===== src/rtl/cordic_result_collector.sv =====
// CORDIC result collector: applies the quadrant/sign correction to the
// final pipeline stage outputs and buffers corrected results in a small
// circular FIFO with a valid/ready handshake toward the consumer.
module cordic_result_collector #(
  parameter int                        WIDTH = 16,
  parameter int                        DEPTH = 4,
  parameter logic signed [WIDTH-1:0]   PI_Q  = 16'sd25736
) (
  input  logic                        clk,
  input  logic                        rst,
  input  logic                        valid_in,
  input  logic signed [WIDTH-1:0]     i_x,
  input  logic signed [WIDTH-1:0]     i_y,
  input  logic signed [WIDTH-1:0]     i_z,
  input  logic                        i_mode,
  input  logic                        i_sign,
  output logic signed [WIDTH-1:0]     o_res_a,
  output logic signed [WIDTH-1:0]     o_res_b,
  output logic                        o_mode,
  output logic                        valid_out,
  input  logic                        ready_in,
  output logic [$clog2(DEPTH):0]      o_count,
  output logic                        o_overflow
);

  localparam int AW = $clog2(DEPTH);
  localparam int EW = 2 * WIDTH + 1;

  // Negation that maps the most negative value to the most positive one.
  function automatic logic signed [WIDTH-1:0] sat_neg(input logic signed [WIDTH-1:0] v);
    logic signed [WIDTH-1:0] min_v;
    logic signed [WIDTH-1:0] max_v;
    min_v = {1'b1, {(WIDTH-1){1'b0}}};
    max_v = {1'b0, {(WIDTH-1){1'b1}}};
    if (v == min_v) return max_v;
    return -v;
  endfunction

  // Undo the pi pre-reflection on the angle; wraps modulo 2^WIDTH.
  function automatic logic signed [WIDTH-1:0] angle_fix(input logic signed [WIDTH-1:0] z);
    logic signed [WIDTH:0] t;
    if (z <= 0) t = {z[WIDTH-1], z} + {PI_Q[WIDTH-1], PI_Q};
    else        t = {z[WIDTH-1], z} - {PI_Q[WIDTH-1], PI_Q};
    return t[WIDTH-1:0];
  endfunction

  logic signed [WIDTH-1:0] corr_a;
  logic signed [WIDTH-1:0] corr_b;
  logic [EW-1:0]           mem_q [DEPTH];
  logic [AW-1:0]           wr_ptr_q, wr_ptr_d;
  logic [AW-1:0]           rd_ptr_q, rd_ptr_d;
  logic [AW:0]             count_q, count_d;
  logic                    ovf_q, ovf_d;
  logic                    full, pop, push;
  logic [EW-1:0]           head;

  // Result correction, purely combinational on the final-stage values.
  always_comb begin
    corr_a = i_x;
    corr_b = i_y;
    if (i_mode) begin
      corr_a = i_x;
      corr_b = i_sign ? angle_fix(i_z) : i_z;
    end else if (i_sign) begin
      corr_a = sat_neg(i_x);
      corr_b = sat_neg(i_y);
    end
  end

  // Handshake decode and next-state for pointers, count and overflow.
  always_comb begin
    full     = (count_q == (AW+1)'(DEPTH));
    pop      = (count_q != '0) && ready_in;
    push     = valid_in && (!full || pop);
    wr_ptr_d = push ? wr_ptr_q + 1'b1 : wr_ptr_q;
    rd_ptr_d = pop  ? rd_ptr_q + 1'b1 : rd_ptr_q;
    count_d  = count_q;
    if (push && !pop)      count_d = count_q + 1'b1;
    else if (pop && !push) count_d = count_q - 1'b1;
    ovf_d    = ovf_q || (valid_in && !push);
  end

  // Control state; asynchronous reset empties the buffer.
  always_ff @(posedge clk or posedge rst) begin
    if (rst) begin
      wr_ptr_q <= '0;
      rd_ptr_q <= '0;
      count_q  <= '0;
      ovf_q    <= 1'b0;
    end else begin
      wr_ptr_q <= wr_ptr_d;
      rd_ptr_q <= rd_ptr_d;
      count_q  <= count_d;
      ovf_q    <= ovf_d;
    end
  end

  // Storage write; contents are unobservable while empty so no reset.
  always_ff @(posedge clk) begin
    if (push) mem_q[wr_ptr_q] <= {corr_a, corr_b, i_mode};
  end

  // Present the head entry, forced to zero while the buffer is empty.
  always_comb begin
    head       = (count_q != '0) ? mem_q[rd_ptr_q] : '0;
    o_res_a    = head[EW-1 -: WIDTH];
    o_res_b    = head[WIDTH -: WIDTH];
    o_mode     = head[0];
    valid_out  = (count_q != '0);
    o_count    = count_q;
    o_overflow = ovf_q;
  end

endmodule


===== config.mk =====
export PLATFORM = sky130hd
export DESIGN_NAME = cordic_result_collector
export DESIGN_NICKNAME = d
export VERILOG_FILES = /design/src/rtl/cordic_result_collector.sv
export SDC_FILE = /design/constraint.sdc
export NUM_CORES = 1
export LEC_CHECK = 0
export CORE_AREA = 2 2 128 130
export CTS_CLUSTER_DIAMETER = 120
export DETAILED_ROUTE_END_ITERATION = 10
export DIE_AREA = 0 0 130 132
export PLACE_DENSITY = 0.78
export REMOVE_ABC_BUFFERS = 1
export SYNTH_ARGS = -nofsm -noshare
export SYNTH_HDL_FRONTEND = slang
export SYNTH_SLANG_ARGS = --single-unit

===== constraint.sdc =====
create_clock -name clk -period 4.2 [get_ports clk]
set_clock_uncertainty 0.15 [all_clocks]
set_input_delay 0.42 -clock clk [delete_from_list [all_inputs] [get_ports clk]]
set_output_delay 0.42 -clock clk [all_outputs]
set_load 0.01 [all_outputs]

# Yosys cells after proc, flatten, opt, wreduce, memory -nomap -nowiden
# Memory sizes are Yosys's and may differ from the RTL's.
# Cells that the tools add are included.
# word_totals
register_bits,8
latchBits,0
ramBits,132
romBits,0
inputBits,54
out_inout_bits,38
word_cells,50
memories,1
# memory_table
name,words,word_bits,rd,rd_clocked_by_memory_dff,wr,line,text
mem_q,4,33,1,0,1,49,logic [EW-1:0] mem_q [DEPTH];
# op_classes
n_addsub,8
n_mul,0
n_div,0
magnitude_cmp,1
eq_ne,3
shifts,0
mux,21
bitwise,0
reduce_logical,12
# ops
cell,count
two-way mux 16 bit,10
two-way mux 33 bit,1
"== test 16 bit, second input constant",2
negation 16 bit,2
"adder 16 bit, second input constant",1
"less-or-equal comparator 16 x 1 -> 1 bit, second input constant",1
"subtractor 16 bit, second input constant",1
two-way mux 1 bit,8
two-way mux 3 bit,2
logical AND 1 bit,5
"adder 2 x 1 -> 2 bit, second input constant",2
"adder 3 x 1 -> 3 bit, second input constant",1
"== test 3 bit, second input constant",1
zero test 1 bit,3
nonzero test 3 bit,1
"subtractor 3 x 1 -> 3 bit, second input constant",1
logical OR 1 bit,2
nonzero test 2 bit,1

# Longest topological paths before layout
# logic_depth
word_depth,8
mapped_depth,11
mapped_depth_nobuf,11

# Worst setup path before layout
# No wires, ideal clock.
# synth_timing
kind,input to register
start,input i_z[4]
end,"memory mem_q[0][14] (netlist bit), data pin"
setup_time_ns,0.264
arrival_time_ns,2.639
required_time_ns,3.786
slack_ns,1.147
stages,11
path_buffers,0
cell_sequence,nor4_1 nand4_1 nand2b_1 inv_1 ha_1 nor2b_1 o31a_1 o22ai_1 o21ai_0 xor2_1 o221a_2
# synth_between
elab_chain_len,4
word_cells_on_any_way,6
cone_classes,add/sub (2); order compare (1); mux (3)
# synth_rtl
element,line,text
"start, declared",14,"input logic signed [WIDTH-1:0] i_z,"
subtractor 16 bit (tied with other cells),43,"else t = {z[WIDTH-1], z} - {PI_Q[WIDTH-1], PI_Q};"
two-way mux 16 bit (*),42,"if (z <= 0) t = {z[WIDTH-1], z} + {PI_Q[WIDTH-1], PI_Q};"
two-way mux 16 bit (*),63,corr_b = i_sign ? angle_fix(i_z) : i_z;
two-way mux 16 bit (*),61,if (i_mode) begin
net corr_b[13],48,logic signed [WIDTH-1:0] corr_b;
"end, declared",49,
# Mark *: on every way through the listed nets, which the timed path passes. The rest lies on a longest branch.

# Worst setup path in the final report
# layout_timing
start,input i_z[3]
end,"memory mem_q[2][13] (netlist bit), data pin"
# Same word-level chain as after synthesis.

==> reports/qor.csv <==
stage,metric,value,unit
setup_path,CP Data Required Time,4.20,ns
cells_and_area,Fillers,1251,
placed_design,DP HPWL,10200,um
clock_network,TritonCTS Buffers,17,
placed_design,GP Congestion,0.842,
cells_and_area,fin nets,662,
global_route,global-route wire length before repair,24200,um
setup_path,"Arr. time, crit path",3.39,ns
clock_network,"Clk Latency, worst-skew pair",0.41,ns
logic_synthesis,Post-Synthesis Cells,488,
placed_design,count of input and output buffers,91,
sta,Max-slew headroom,20.8,%
global_route,Overall Global Routing Usage,18.6,%
logic_synthesis,Ys Warns,0,
logic_synthesis,mapped cell area,6960,sq um
floorplanning,die width,130,um
clock_network,CTS tree,built,
floorplanning,# rows,46,
logic_synthesis,Post-synth EDFFs,132,
floorplanning,Die ar.,17200,sq um
sta,RSZ-0062 raised after global routing,false,
global_route,grt total ovfl,0,
pwr,Overall Power,5.38,mW
floorplanning,die span in y,132,um
clock_network,post-CTS sizing,0,
setup_path,CP max-delay cell,clkdlybuf4s50_1,
sta,worst-margin pin slew,1.19,ns
clock_network,Clock transition at path regs,0.06,ns
setup_path,Crit Path Category,in -> reg,
cells_and_area,diodes inserted,0,
global_route,pin count of the biggest net entering global routing,37,
route,DRT Pass-1 Iters,4,
setup_path,R2R setup slack,1.26,ns
pwr,peak supply drop,351,uV
job,max cap viols,0,
setup_path,Worst setup SP type,input pin,
outcome,outcome,completed,
setup_path,CP Capture Type,flop,
logic_synthesis,"Avg Cell Area, Syn",14.3,sq um
global_route,vias in the first global route,4652,
route,Remaining DRCs,0,
clock_network,clk sinks,140,
clock_network,H-tree depth,4,
sta,Post-Route Setup TNS,0,ns
sta,"Hold Vio Cnt, Final",0,
cells_and_area,area grow syn2layout,24.8,%
global_route,initial antenna violation count,0,
setup_path,worst-path maximum fanout,7,
clock_network,Post-CTS Setup Repair Bufs,0,
logic_synthesis,Post-synth top flop,edfxtp_1,
worst_hold_path,worst hold path class,in -> async,
setup_path,end of the worst register-to-register path,o_count[1],
sta,Tmin final,3.39,ns
floorplanning,initial core utilization,44.3,%
route,DR vias,4454,
sta,f_max,0.295,GHz
route,drt wl/cell,18.5,um
setup_path,R2R Path Start,o_count[0],
pwr,Pleak,3.00,nW
pwr,Pwr per Cell Area,619,nW/um^2
logic_synthesis,Synth cell types,51,
clock_network,hold buffer count at CTS,0,
logic_synthesis,ys async rst share,5.71,%
clock_network,Clock Tree Root,clkbuf_16,
route,final WL,15100,um
floorplanning,IO Pins,92,
route,vias per std cell,5.47,
route,Post-DRT Antenna Nets,0,
sta,Final setup violation count,0,
sta,Slew Limit Fails,0,
cells_and_area,layout cells sized above 1,13.2,%
route,drt initial violations,308,
floorplanning,total core area,15700,sq um
setup_path,"Critical Path, Cell by Cell","clkdlybuf4s50_1, nor4_1, nand4_1, nand2b_1, inv_1, ha_1, a211oi_1, o21bai_1, o211ai_1, o21ai_0, xor2_1, o221a_2",
clock_network,Longest Clk Path Bufs,2,
logic_synthesis,"Seq/Total Area, Yosys",59.8,%
sta,period utilisation layout,80.7,%
logic_synthesis,flop and latch count out of synthesis,140,
setup_path,Max stage delay on crit path,0.50,ns
setup_path,reg2reg path depth,6,
==> per-layer routing <==
layer	vias up	GRT usage, %	wire, um
li1	2074	-	-
met1	2239	22.9	6380
met2	132	32.1	7840
met3	9	4.87	748
met4	0	5.44	97
met5	-	0	0
==> flip-flops by register name, indices dropped and copies added (netlist names) <==
name	cells
mem_q	132
o_count	3
o_overflow	1
rd_ptr_q	2
wr_ptr_q	2
==> cell usage in the layout (no fill, tap or decap), types with 4 or more instances in the layout <==
| cell type | n |
|---|---|
| edfxtp_1 | 132 |
| clkdlybuf4s50_1 | 91 |
| nand2_1 | 41 |
| and2_1 | 37 |
| mux4_2 | 33 |
| o21ai_0 | 20 |
| xnor2_1 | 19 |
| nor2_1 | 19 |
| xor2_1 | 19 |
| ha_1 | 18 |
| clkbuf_16 | 17 |
| inv_1 | 16 |
| a21oi_1 | 15 |
| buf_4 | 9 |
| dfrtp_1 | 7 |
| nor4_1 | 6 |
| nor3_1 | 6 |
| o31ai_1 | 6 |
| a22oi_1 | 6 |
| clkinvlp_4 | 6 |
| o21a_1 | 5 |
| nor2b_1 | 4 |
| nand2b_1 | 4 |
| nand3_1 | 4 |
| o211ai_1 | 4 |
==> report_power, final <==
group	switching [mW]	internal [mW]	leakage [nW]
Combinational	0.881	1.13	1.46
Sequential	0.159	1.88	1.30
Clock	0.538	0.796	0.241
==> cells in the mapped netlist (3+ instances only) <==
master       n  share of area, %
inv_1       16              0.86
a2bb2oi_1    3              0.38
clkbuf_1    15              0.81
buf_2        5              0.36
dfrtp_1      8               2.9
nor4_1       6              0.54
nand2_1     41               2.2
or3_1        3              0.27
nor3_1       6              0.43
nand2b_1     4              0.36
xnor2_1     19               2.4
xor2_1      19               2.4
a21oi_1     15               1.1
mux2i_1      3              0.43
o21a_1       5              0.54
nor2b_1      4              0.36
nand3_1      4              0.29
or4_1        3              0.32
nor2_1      19               1.0
o211ai_1     4              0.43
mux4_2      33                11
o31ai_1      6              0.65
edfxtp_1   132                57
and2_1      37               3.3
ha_1        18               3.2
a211oi_1     3              0.32
o21ai_0     20               1.4
a22oi_1      6              0.65
==> worst max path at each step <==
stage	startpoint	to	slack, ns	cells past startpoint
3_3_place_gp	i_z[3]	mem_q[2][13]	0.48	12
3_5_place_dp	i_z[10]	mem_q[1][16]	0.41	12
4_1_cts	i_z[10]	mem_q[2][16]	0.84	12
5_1_grt	i_z[3]	mem_q[0][15]	0.37	12
6_report	i_z[3]	mem_q[2][13]	0.81	12
2_1_floorplan	i_z[4]	mem_q[0][14]	1.15	11
==> kinds of logic (layout without fill, tap and decap cells) <==
| family | after synthesis | count (layout) | share of synthesized area [%] |
|---|---|---|---|
| compound gates | 81 | 81 | 7.76 |
| xor+xnor | 38 | 38 | 4.78 |
| fa+ha+maj | 20 | 20 | 3.81 |
| buf+inv | 37 | 148 | 2.19 |
| flops | 140 | 140 | 59.8 |
| mux | 37 | 37 | 11.3 |
| simple gates | 135 | 135 | 10.4 |
==> cell type report <==
type | count | area [sq um] | share of cell area (%)
sequential | 140 | 4170 | 47.9
multi-input combinational | 311 | 2650 | 30.4
timing repair buffer | 102 | 1020 | 11.7
clock buffer | 17 | 425 | 4.90
tap | 216 | 270 | 3.11
clock inverter | 13 | 105 | 1.21
inverter | 16 | 60.1 | 0.691
==> critical path, delay by kind of cell <==
| kind | cells | cell delay [ns] |
|---|---|---|
| AO/OA/AOI/OAI | 5 | 1.24 |
| XOR/XNOR | 1 | 0.16 |
| adder cells (fa/ha/maj) | 1 | 0.33 |
| buffers and inverters | 2 | 0.64 |
| AND/OR/NAND/NOR | 3 | 0.60 |
==> metrics by stage <==
step / hold WS (ns) / instance area [sq um] / setup WS (ns) / cells / util (%)
after CTS: 0.104 / 8690 / 0.842 / 815 / 55.3
after global routing: 0.109 / 8690 / 0.373 / 815 / 55.3
after global placement: 0.291 / 8160 / 0.481 / 785 / 51.9
after detailed placement: 0.297 / 8160 / 0.414 / 785 / 51.9
final: 0.113 / 8690 / 0.811 / 815 / 55.3
after floorplan: 0.0857 / 6870 / 1.15 / 467 / -
No activity file was read; power rests on OpenSTA's default activity.
